===== src/rtl/register_uart_bridge.sv =====
// UART byte-stream to register-block command bridge (read 0x01 ADDR, write 0x02 ADDR D0..D3).
// Optional inter-byte timeout is built when REGISTER_UART_BRIDGE_TIMEOUT_EN is defined.
module register_uart_bridge #(
  parameter int unsigned TIMEOUT_CYCLES = 50000
) (
  input  logic        ipClk,
  input  logic        ipReset,
  input  logic [7:0]  ipRxData,
  input  logic        ipRxValid,
  output logic [7:0]  opTxData,
  output logic        opTxValid,
  input  logic        ipTxReady,
  output logic [7:0]  opAddress,
  output logic [31:0] opWrData,
  output logic        opWrEnable,
  input  logic [31:0] ipRdData,
  output logic        opError
);

  localparam logic [7:0] CMD_READ  = 8'h01;
  localparam logic [7:0] CMD_WRITE = 8'h02;
  localparam logic [7:0] RSP_ERR   = 8'hEE;
  localparam logic [7:0] RSP_ACK   = 8'hA5;

  typedef enum logic [2:0] {
    S_IDLE, S_ADDR, S_WDATA, S_WRITE, S_RD_ADDR, S_RD_WAIT, S_RD_CAP, S_TX
  } state_t;

  // A zero timeout would expire on entry to ADDR, which is never intended.
  if (TIMEOUT_CYCLES == 0) begin : g_bad_timeout
    $error("TIMEOUT_CYCLES must be nonzero");
  end

  state_t      state_q, state_d;
  logic        is_wr_q, is_wr_d;
  logic [1:0]  byte_cnt_q, byte_cnt_d;
  logic [7:0]  addr_q, addr_d;
  logic [31:0] wr_data_q, wr_data_d;
  logic        wr_en_q, wr_en_d;
  logic [31:0] tx_shift_q, tx_shift_d;
  logic [2:0]  tx_cnt_q, tx_cnt_d;
  logic        tx_valid_q, tx_valid_d;
  logic        error_q, error_d;

`ifdef REGISTER_UART_BRIDGE_TIMEOUT_EN
  localparam int unsigned TW = $clog2(TIMEOUT_CYCLES + 1);
  logic [TW-1:0] tmo_q, tmo_d;
  logic          tmo_hit;
  assign tmo_hit = (tmo_q == TW'(TIMEOUT_CYCLES - 1));
`endif

  // Next-state and registered-output logic.
  always_comb begin
    state_d    = state_q;
    is_wr_d    = is_wr_q;
    byte_cnt_d = byte_cnt_q;
    addr_d     = addr_q;
    wr_data_d  = wr_data_q;
    wr_en_d    = 1'b0;
    tx_shift_d = tx_shift_q;
    tx_cnt_d   = tx_cnt_q;
    tx_valid_d = tx_valid_q;
    error_d    = 1'b0;
`ifdef REGISTER_UART_BRIDGE_TIMEOUT_EN
    tmo_d      = '0;
`endif
    case (state_q)
      S_IDLE: begin
        if (ipRxValid) begin
          if (ipRxData == CMD_READ || ipRxData == CMD_WRITE) begin
            is_wr_d = (ipRxData == CMD_WRITE);
            state_d = S_ADDR;
          end else begin
            tx_shift_d = {24'h0, RSP_ERR};
            tx_cnt_d   = 3'd1;
            tx_valid_d = 1'b1;
            error_d    = 1'b1;
            state_d    = S_TX;
          end
        end
      end
      S_ADDR: begin
        if (ipRxValid) begin
          addr_d     = ipRxData;
          byte_cnt_d = 2'd0;
          state_d    = is_wr_q ? S_WDATA : S_RD_ADDR;
        end
`ifdef REGISTER_UART_BRIDGE_TIMEOUT_EN
        else if (tmo_hit) begin
          error_d = 1'b1;
          state_d = S_IDLE;
        end else begin
          tmo_d = tmo_q + TW'(1);
        end
`endif
      end
      S_WDATA: begin
        if (ipRxValid) begin
          wr_data_d[{byte_cnt_q, 3'b000} +: 8] = ipRxData;
          byte_cnt_d = byte_cnt_q + 2'd1;
          if (byte_cnt_q == 2'd3) begin
            wr_en_d = 1'b1;
            state_d = S_WRITE;
          end
        end
`ifdef REGISTER_UART_BRIDGE_TIMEOUT_EN
        else if (tmo_hit) begin
          error_d = 1'b1;
          state_d = S_IDLE;
        end else begin
          tmo_d = tmo_q + TW'(1);
        end
`endif
      end
      S_WRITE: begin
        tx_shift_d = {24'h0, RSP_ACK};
        tx_cnt_d   = 3'd1;
        tx_valid_d = 1'b1;
        state_d    = S_TX;
      end
      S_RD_ADDR: state_d = S_RD_WAIT;
      S_RD_WAIT: state_d = S_RD_CAP;
      S_RD_CAP: begin
        tx_shift_d = ipRdData;
        tx_cnt_d   = 3'd4;
        tx_valid_d = 1'b1;
        state_d    = S_TX;
      end
      S_TX: begin
        if (tx_valid_q && ipTxReady) begin
          tx_shift_d = {8'h0, tx_shift_q[31:8]};
          tx_cnt_d   = tx_cnt_q - 3'd1;
          if (tx_cnt_q == 3'd1) begin
            tx_valid_d = 1'b0;
            state_d    = S_IDLE;
          end
        end
      end
      default: state_d = S_IDLE;
    endcase
  end

  always_ff @(posedge ipClk or posedge ipReset) begin
    if (ipReset) begin
      state_q    <= S_IDLE;
      is_wr_q    <= 1'b0;
      byte_cnt_q <= 2'd0;
      addr_q     <= 8'h0;
      wr_data_q  <= 32'h0;
      wr_en_q    <= 1'b0;
      tx_shift_q <= 32'h0;
      tx_cnt_q   <= 3'd0;
      tx_valid_q <= 1'b0;
      error_q    <= 1'b0;
`ifdef REGISTER_UART_BRIDGE_TIMEOUT_EN
      tmo_q      <= '0;
`endif
    end else begin
      state_q    <= state_d;
      is_wr_q    <= is_wr_d;
      byte_cnt_q <= byte_cnt_d;
      addr_q     <= addr_d;
      wr_data_q  <= wr_data_d;
      wr_en_q    <= wr_en_d;
      tx_shift_q <= tx_shift_d;
      tx_cnt_q   <= tx_cnt_d;
      tx_valid_q <= tx_valid_d;
      error_q    <= error_d;
`ifdef REGISTER_UART_BRIDGE_TIMEOUT_EN
      tmo_q      <= tmo_d;
`endif
    end
  end

  assign opTxData   = tx_shift_q[7:0];
  assign opTxValid  = tx_valid_q;
  assign opAddress  = addr_q;
  assign opWrData   = wr_data_q;
  assign opWrEnable = wr_en_q;
  assign opError    = error_q;

endmodule


===== config.mk =====
export PLATFORM = sky130hd
export DESIGN_NAME = register_uart_bridge
export DESIGN_NICKNAME = d
export VERILOG_FILES = /design/src/rtl/register_uart_bridge.sv
export SDC_FILE = /design/constraint.sdc
export NUM_CORES = 1
export LEC_CHECK = 0
export CAP_MARGIN = 30
export CORE_UTILIZATION = 45
export CTS_CLUSTER_DIAMETER = 30
export DETAILED_ROUTE_END_ITERATION = 10
export PLACE_DENSITY_LB_ADDON = 0.25
export REMOVE_ABC_BUFFERS = 1
export SETUP_SLACK_MARGIN = 0.15
export SYNTH_ARGS = -nofsm -noshare
export SYNTH_HDL_FRONTEND = slang
export SYNTH_SLANG_ARGS = --single-unit

===== constraint.sdc =====
create_clock -name ipClk -period 2.4 [get_ports ipClk]
set_input_delay 0.24 -clock ipClk [delete_from_list [all_inputs] [get_ports ipClk]]
set_output_delay 0.24 -clock ipClk [all_outputs]
set_load 0.01 [all_outputs]

==> results of run 1 <==
-- power breakdown --
group,internal (mW),switching (mW)
clock network,0.477,0.504
registers,1.84,0.294
logic,1.23,1.23
total,3.55,2.03
-- metrics by stage --
stage / setup TNS [ns] / area, um2
5_1_grt: 0 / 5150
3_5_place_dp: 0 / 4960
3_3_place_gp: 0 / 4960
2_1_floorplan: -0.432 / 3710
6_report: 0 / 5150
4_1_cts: 0 / 5150
-- final timing paths --
path | start | to | slack (ns) | cells past startpoint
max | state_q[1] | tx_shift_q[30] | 0.41 | 5
min reg2reg | opWrData[2] | opWrData[2] | 0.48 | 2
max reg2reg | state_q[1] | tx_shift_q[30] | 0.41 | 5
min | ipReset | tx_shift_q[27] | 0.20 | 2
max in group asynchronous | ipReset | tx_cnt_q[0] | 1.54 | 3
min in group ipClk | opWrData[2] | opWrData[2] | 0.48 | 2
-- registers in the layout, summed over array words and instances (netlist names) --
| name | count |
|---|---|
| byte_cnt_q | 2 |
| is_wr_q | 1 |
| opAddress | 8 |
| opError | 1 |
| opTxValid | 1 |
| opWrData | 32 |
| opWrEnable | 1 |
| state_q | 3 |
| tx_cnt_q | 3 |
| tx_shift_q | 32 |
-- cells by family after synthesis --
family,Yosys count,synth area share [%]
mux,17,4.81
flops,84,54.2
fa+ha+maj,8,2.58
simple gates,100,11.5
buf+inv,45,5.88
xor+xnor,1,0.226
compound gates,110,20.8
-- area by class of cell --
class | count | share of cell area [%]
Sequential cell | 84 | 40.8
Multi-Input combinational cell | 236 | 30.0
Timing Repair Buffer | 116 | 21.7
Tap cell | 105 | 2.55
Clock buffer | 9 | 2.41
Clock inverter | 6 | 1.26
Inverter | 16 | 1.19
-- routing by layer --
| metal | vias to the layer above | wire length [um] | share of wire, % | GRT usage (%) |
|---|---|---|---|---|
| met4 | 0 | 121 | 1.3 | 8.71 |
| met3 | 10 | 480 | 5.2 | 4.19 |
| met1 | 1459 | 4070 | 44 | 28.6 |
| met5 | - | 0 | 0 | 0 |
| li1 | 1481 | - | - | - |
| met2 | 96 | 4520 | 49 | 37.2 |
-- placed cells by master (no fill, tap or decap), types with 8 or more instances in the layout --
cell and instances:
a22oi_1 17, buf_4 21, clkbuf_8 9, clkdlybuf4s50_1 94, dfrtp_1 84, ha_1 8, inv_1 15, mux2_2 13
nand2_1 75, o21ai_0 38, o2bb2ai_1 19
-- worst max-delay path, delay by kind of cell (launching register included) --
kind            cells  cell delay, ns
buf+inv             1            0.22
simple gates        1            0.47
compound gates      3            0.64
flops               1            0.55
==> results.py, run 1 <==
metrics = {
    "run_status": {
        "status": "finished, final reports clean",
    },
    "drt": {
        "vias": 3046,
        "wl_um": 9200,
        "drt_iter0_drc": 130,
        "wl_per_cell_um": 16.1,
        "antenna_left": 0,
        "drcViolationCount": 0,
        "firstDrtPassIters": 4,
        "routed_via_density": 5.33,
    },
    "timing": {
        "tightest_slew_ns": 0.517,
        "post-route-min-period_ns": 1.99,
        "min_period_over_period_pct": 82.8,
        "slew_headroom_pct": 65.5,
        "hold_viol": 0,
        "clock_skew_ns": 0.00798,
        "finalSetupViolCount": 0,
        "fmax_mhz": 503,
        "grt_setup_unrepaired": "false",
        "hold_ws_ns": 0.202,
        "setup_ws_ns": 0.413,
        "maxSlewViolCount": 0,
    },
    "logic_synthesis": {
        "synth.most_common_cell": "dfrtp_1",
        "synth_cells": 365,
        "synthFlopType": "dfrtp_1",
        "synth_top_area_share_pct": 54.2,
        "yosys_warnings": 0,
        "yosysSeqAreaShare_pct": 54.2,
        "avgSynthCellArea_um2": 10.6,
        "synth_area_leader_cell": "dfrtp_1",
        "synth_seq_cells": 84,
        "synth_common_cells": "dfrtp_1 (84), nand2_1 (75), o21ai_0 (38), o2bb2ai_1 (19), a22oi_1 (17)",
        "synthTopCellsByArea": "dfrtp_1 (54%), nand2_1 (7.3%), o21ai_0 (4.9%), o2bb2ai_1 (4.3%), mux2_2 (3.8%)",
        "synthDistinctLibCells": 50,
        "syn-cell-area_mm2": 0.00387,
        "synthArstFlopShare_pct": 100,
        "synth_edf_count": 0,
    },
    "finish": {
        "multi_input_area_mm2": 0.00155,
        "final_cells": 572,
        "ff_latch_area_mm2": 0.00210,
        "fin_util_pct": 62.3,
        "fillers": 715,
        "nets": 515,
        "layout-area-overhead-vs-synth_pct": 32.8,
        "drive_above_1_share_pct": 14.6,
        "diodes": 0,
    },
    "clocking": {
        "holdBufCountCts": 0,
        "cts_max_path_buffers": 2,
        "clock_latency_ns": 0.35,
        "clock_sinks": 84,
        "cts_resized": 0,
        "cts_setup_buffers": 0,
        "clk_pin_slew_ns": 0.09,
        "cts-root-buf": "clkbuf_8",
        "htreeDepth": 3,
        "numCtsBuffers": 9,
        "tritoncts": "done",
    },
    "floorplan": {
        "start_util_pct": 46.9,
        "ios": 95,
        "fp-row-count": 33,
        "die_x_um": 94.8,
        "dieArea_mm2": 0.00899,
        "core_area_mm2": 0.00826,
        "die_y_um": 94.8,
    },
    "hold_path": {
        "min_path_type": "input pin to asynchronous set/reset pin",
    },
    "power": {
        "finalPower_mw": 5.58,
        "power.density_mw_per_mm2": 1080,
        "ir_worst_vdd_mv": 0.495,
        "leakage_nw": 2.18,
    },
    "setup_path": {
        "crit_path_max_incr_delay_ns": 0.55,
        "cp_cell_sequence": "or3_1, a31oi_4, o21ai_4, buf_4, a22o_2",
        "cp_max_fo": 15,
        "crit_slowest_cell": "dfrtp_1",
        "end_kind": "flop",
        "critPathKind": "flop to flop",
        "worstPathArrival_ns": 2.22,
        "cp-start-kind": "flop",
        "required_ns": 2.64,
    },
    "global_route": {
        "antenna_found_initial": 0,
        "grt_pass1_vias": 3077,
        "overflow": 0,
        "grt_usage_pct": 22.3,
        "grt_max_degree": 41,
        "grt_pass1_wl_um": 15200,
    },
    "placed_design": {
        "post-place-ws_ns": 0.190,
        "place_inst": 557,
        "dp.final_hpwl_um": 6730,
        "place.gp.congestion": 0.782,
        "io_buffers": 94,
    },
    "run": {
        "drv_cap": 0,
    },
}
(Power assumes the default switching activity.)
==> run 2, diff against run 1 <==
CORE_UTILIZATION = 49   (was 45)
clock period = 1.9 ns   (was 2.4 ns; I/O delays follow)
==> results.py, run 2 (same netlist as run 1, synthesis figures left out) <==
metrics = {
    "global_route": {
        "grt_usage_pct": 22.9,
        "grt_pass1_wl_um": 15100,
        "antenna_found_initial": 0,
        "grt_pass1_vias": 3084,
        "overflow": 0,
        "grt_max_degree": 85,
    },
    "power": {
        "leakage_nw": 2.27,
        "power.density_mw_per_mm2": 1360,
        "ir_worst_vdd_mv": 0.648,
    },
    "run": {
        "drv_cap": 0,
    },
    "finish": {
        "nets": 528,
        "fin_util_pct": 69.1,
        "mostFrequentLayoutCell": "clkdlybuf4s50_1",
        "layout-area-overhead-vs-synth_pct": 37.0,
        "drive_above_1_share_pct": 18.9,
        "final_cells": 583,
        "diodes": 0,
        "final_cell_mix": "clkdlybuf4s50_1 (92), dfrtp_1 (81), nand2_1 (73)",
    },
    "timing": {
        "tightest_slew_ns": 0.463,
        "hold_viol": 0,
        "min_period_over_period_pct": 91.4,
        "grt_setup_unrepaired": "true",
        "hold_ws_ns": 0.229,
        "fmax_mhz": 576,
        "post-route-min-period_ns": 1.74,
        "tns_ns": 0,
        "clock_skew_ns": 0.00701,
        "setup_ws_ns": 0.164,
        "finalSetupViolCount": 0,
        "maxSlewViolCount": 0,
        "slew_headroom_pct": 69.1,
    },
    "placed_design": {
        "dp.final_hpwl_um": 6360,
        "io_buffers": 94,
        "place_inst": 563,
        "place.gp.congestion": 0.773,
        "post-place-ws_ns": -0.182,
    },
    "clocking": {
        "htreeDepth": 3,
        "holdBufCountCts": 0,
        "clock_sinks": 84,
        "clock_latency_ns": 0.35,
        "cts-root-buf": "clkbuf_8",
        "clk_pin_slew_ns": 0.09,
        "tritoncts": "done",
        "cts_max_path_buffers": 2,
        "numCtsBuffers": 9,
    },
    "drt": {
        "firstDrtPassIters": 4,
        "antenna_left": 0,
        "drt_iter0_drc": 174,
        "wl_um": 9000,
        "vias": 3159,
        "routed_via_density": 5.42,
        "drcViolationCount": 0,
        "wl_per_cell_um": 15.4,
    },
    "setup_path": {
        "timing.rr.start": "state_q[1]",
        "end_kind": "flop",
        "path_delay_family": "compound AO/OA/AOI/OAI gates",
        "cp_cell_sequence": "or3_4, a31oi_4, o21ai_4, buf_12, a22o_2",
        "worstPathArrival_ns": 1.98,
        "critical_path_buf_inv_count": 1,
        "reg2reg_depth": 5,
        "cp_max_fo": 16,
        "required_ns": 2.15,
        "critPathKind": "flop to flop",
        "path_depth": 5,
        "reg2reg_to": "tx_shift_q[28]",
        "cp-start-kind": "flop",
        "crit_path_max_incr_delay_ns": 0.46,
        "crit_slowest_cell": "dfrtp_2",
        "rrSetupSlack_ns": 0.16,
    },
    "floorplan": {
        "die_x_um": 90.9,
        "start_util_pct": 50.4,
        "ios": 95,
        "core_area_mm2": 0.00769,
        "die_y_um": 90.9,
        "dieArea_mm2": 0.00827,
        "fp-row-count": 32,
    },
    "hold_path": {
        "min_path_type": "input pin to asynchronous set/reset pin",
    },
    "run_status": {
        "status": "finished, final reports clean",
    },
}
-- run 2: what timing repair did --
action | in CTS | in global routing
pin swaps | 0 | 3
setup buffers | 1 | 3
endpoints found under the setup margin | 6 | 44
resized for setup | 2 | 12
-- run 2: routing by layer --
layer  GRT usage [%]  up-vias  routed length (um)
met5               0        -                   0
met4            5.56        0                 101
met3            5.05       10                 425
met2            38.6       96                4530
met1            30.0     1545                3940
li1                -     1508                   -
-- run 2: power breakdown --
part	internal [mW]	switching, mW
clock network	0.522	0.676
registers	2.34	0.356
logic	1.72	1.63
total	4.58	2.67
-- run 2: area by class of cell --
class                      count  area (um2)
tap                          102         128
sequential                    84        2110
multi-input combinational    236        1570
clock inverter                 6        47.5
clock buffer                  10         138
timing repair buffer         129        1260
inverter                      16        61.3
fill                         616        2380
-- run 2: how the worst max path moves through the flow --
stage | slack [ns] | endpoint | start
4_1_cts | 0.17 | opWrData[8] | byte_cnt_q[0]
6_report | 0.16 | tx_shift_q[28] | state_q[1]
2_1_floorplan | -0.46 | byte_cnt_q[0] | ipReset
3_5_place_dp | -0.18 | tx_shift_q[6] | ipRxData[7]
5_1_grt | 0.12 | tx_shift_q[28] | state_q[1]
3_3_place_gp | -0.14 | tx_cnt_q[1] | ipRxData[7]
-- run 2: through the flow --
stage / total power [mW] / instance area, um2
floorplan: 4.43 / 3710
global placement: 5.85 / 5050
detailed placement: 5.97 / 5050
CTS: 7.21 / 5250
global route: 7.72 / 5310
finish: 7.25 / 5310
-- run 2: worst reg2reg max path, cell delays in order, from the launching register on --
cell     delay, ns
dfrtp_2       0.46
or3_4         0.39
a31oi_4       0.22
o21ai_4       0.16
buf_12        0.19
a22o_2        0.21
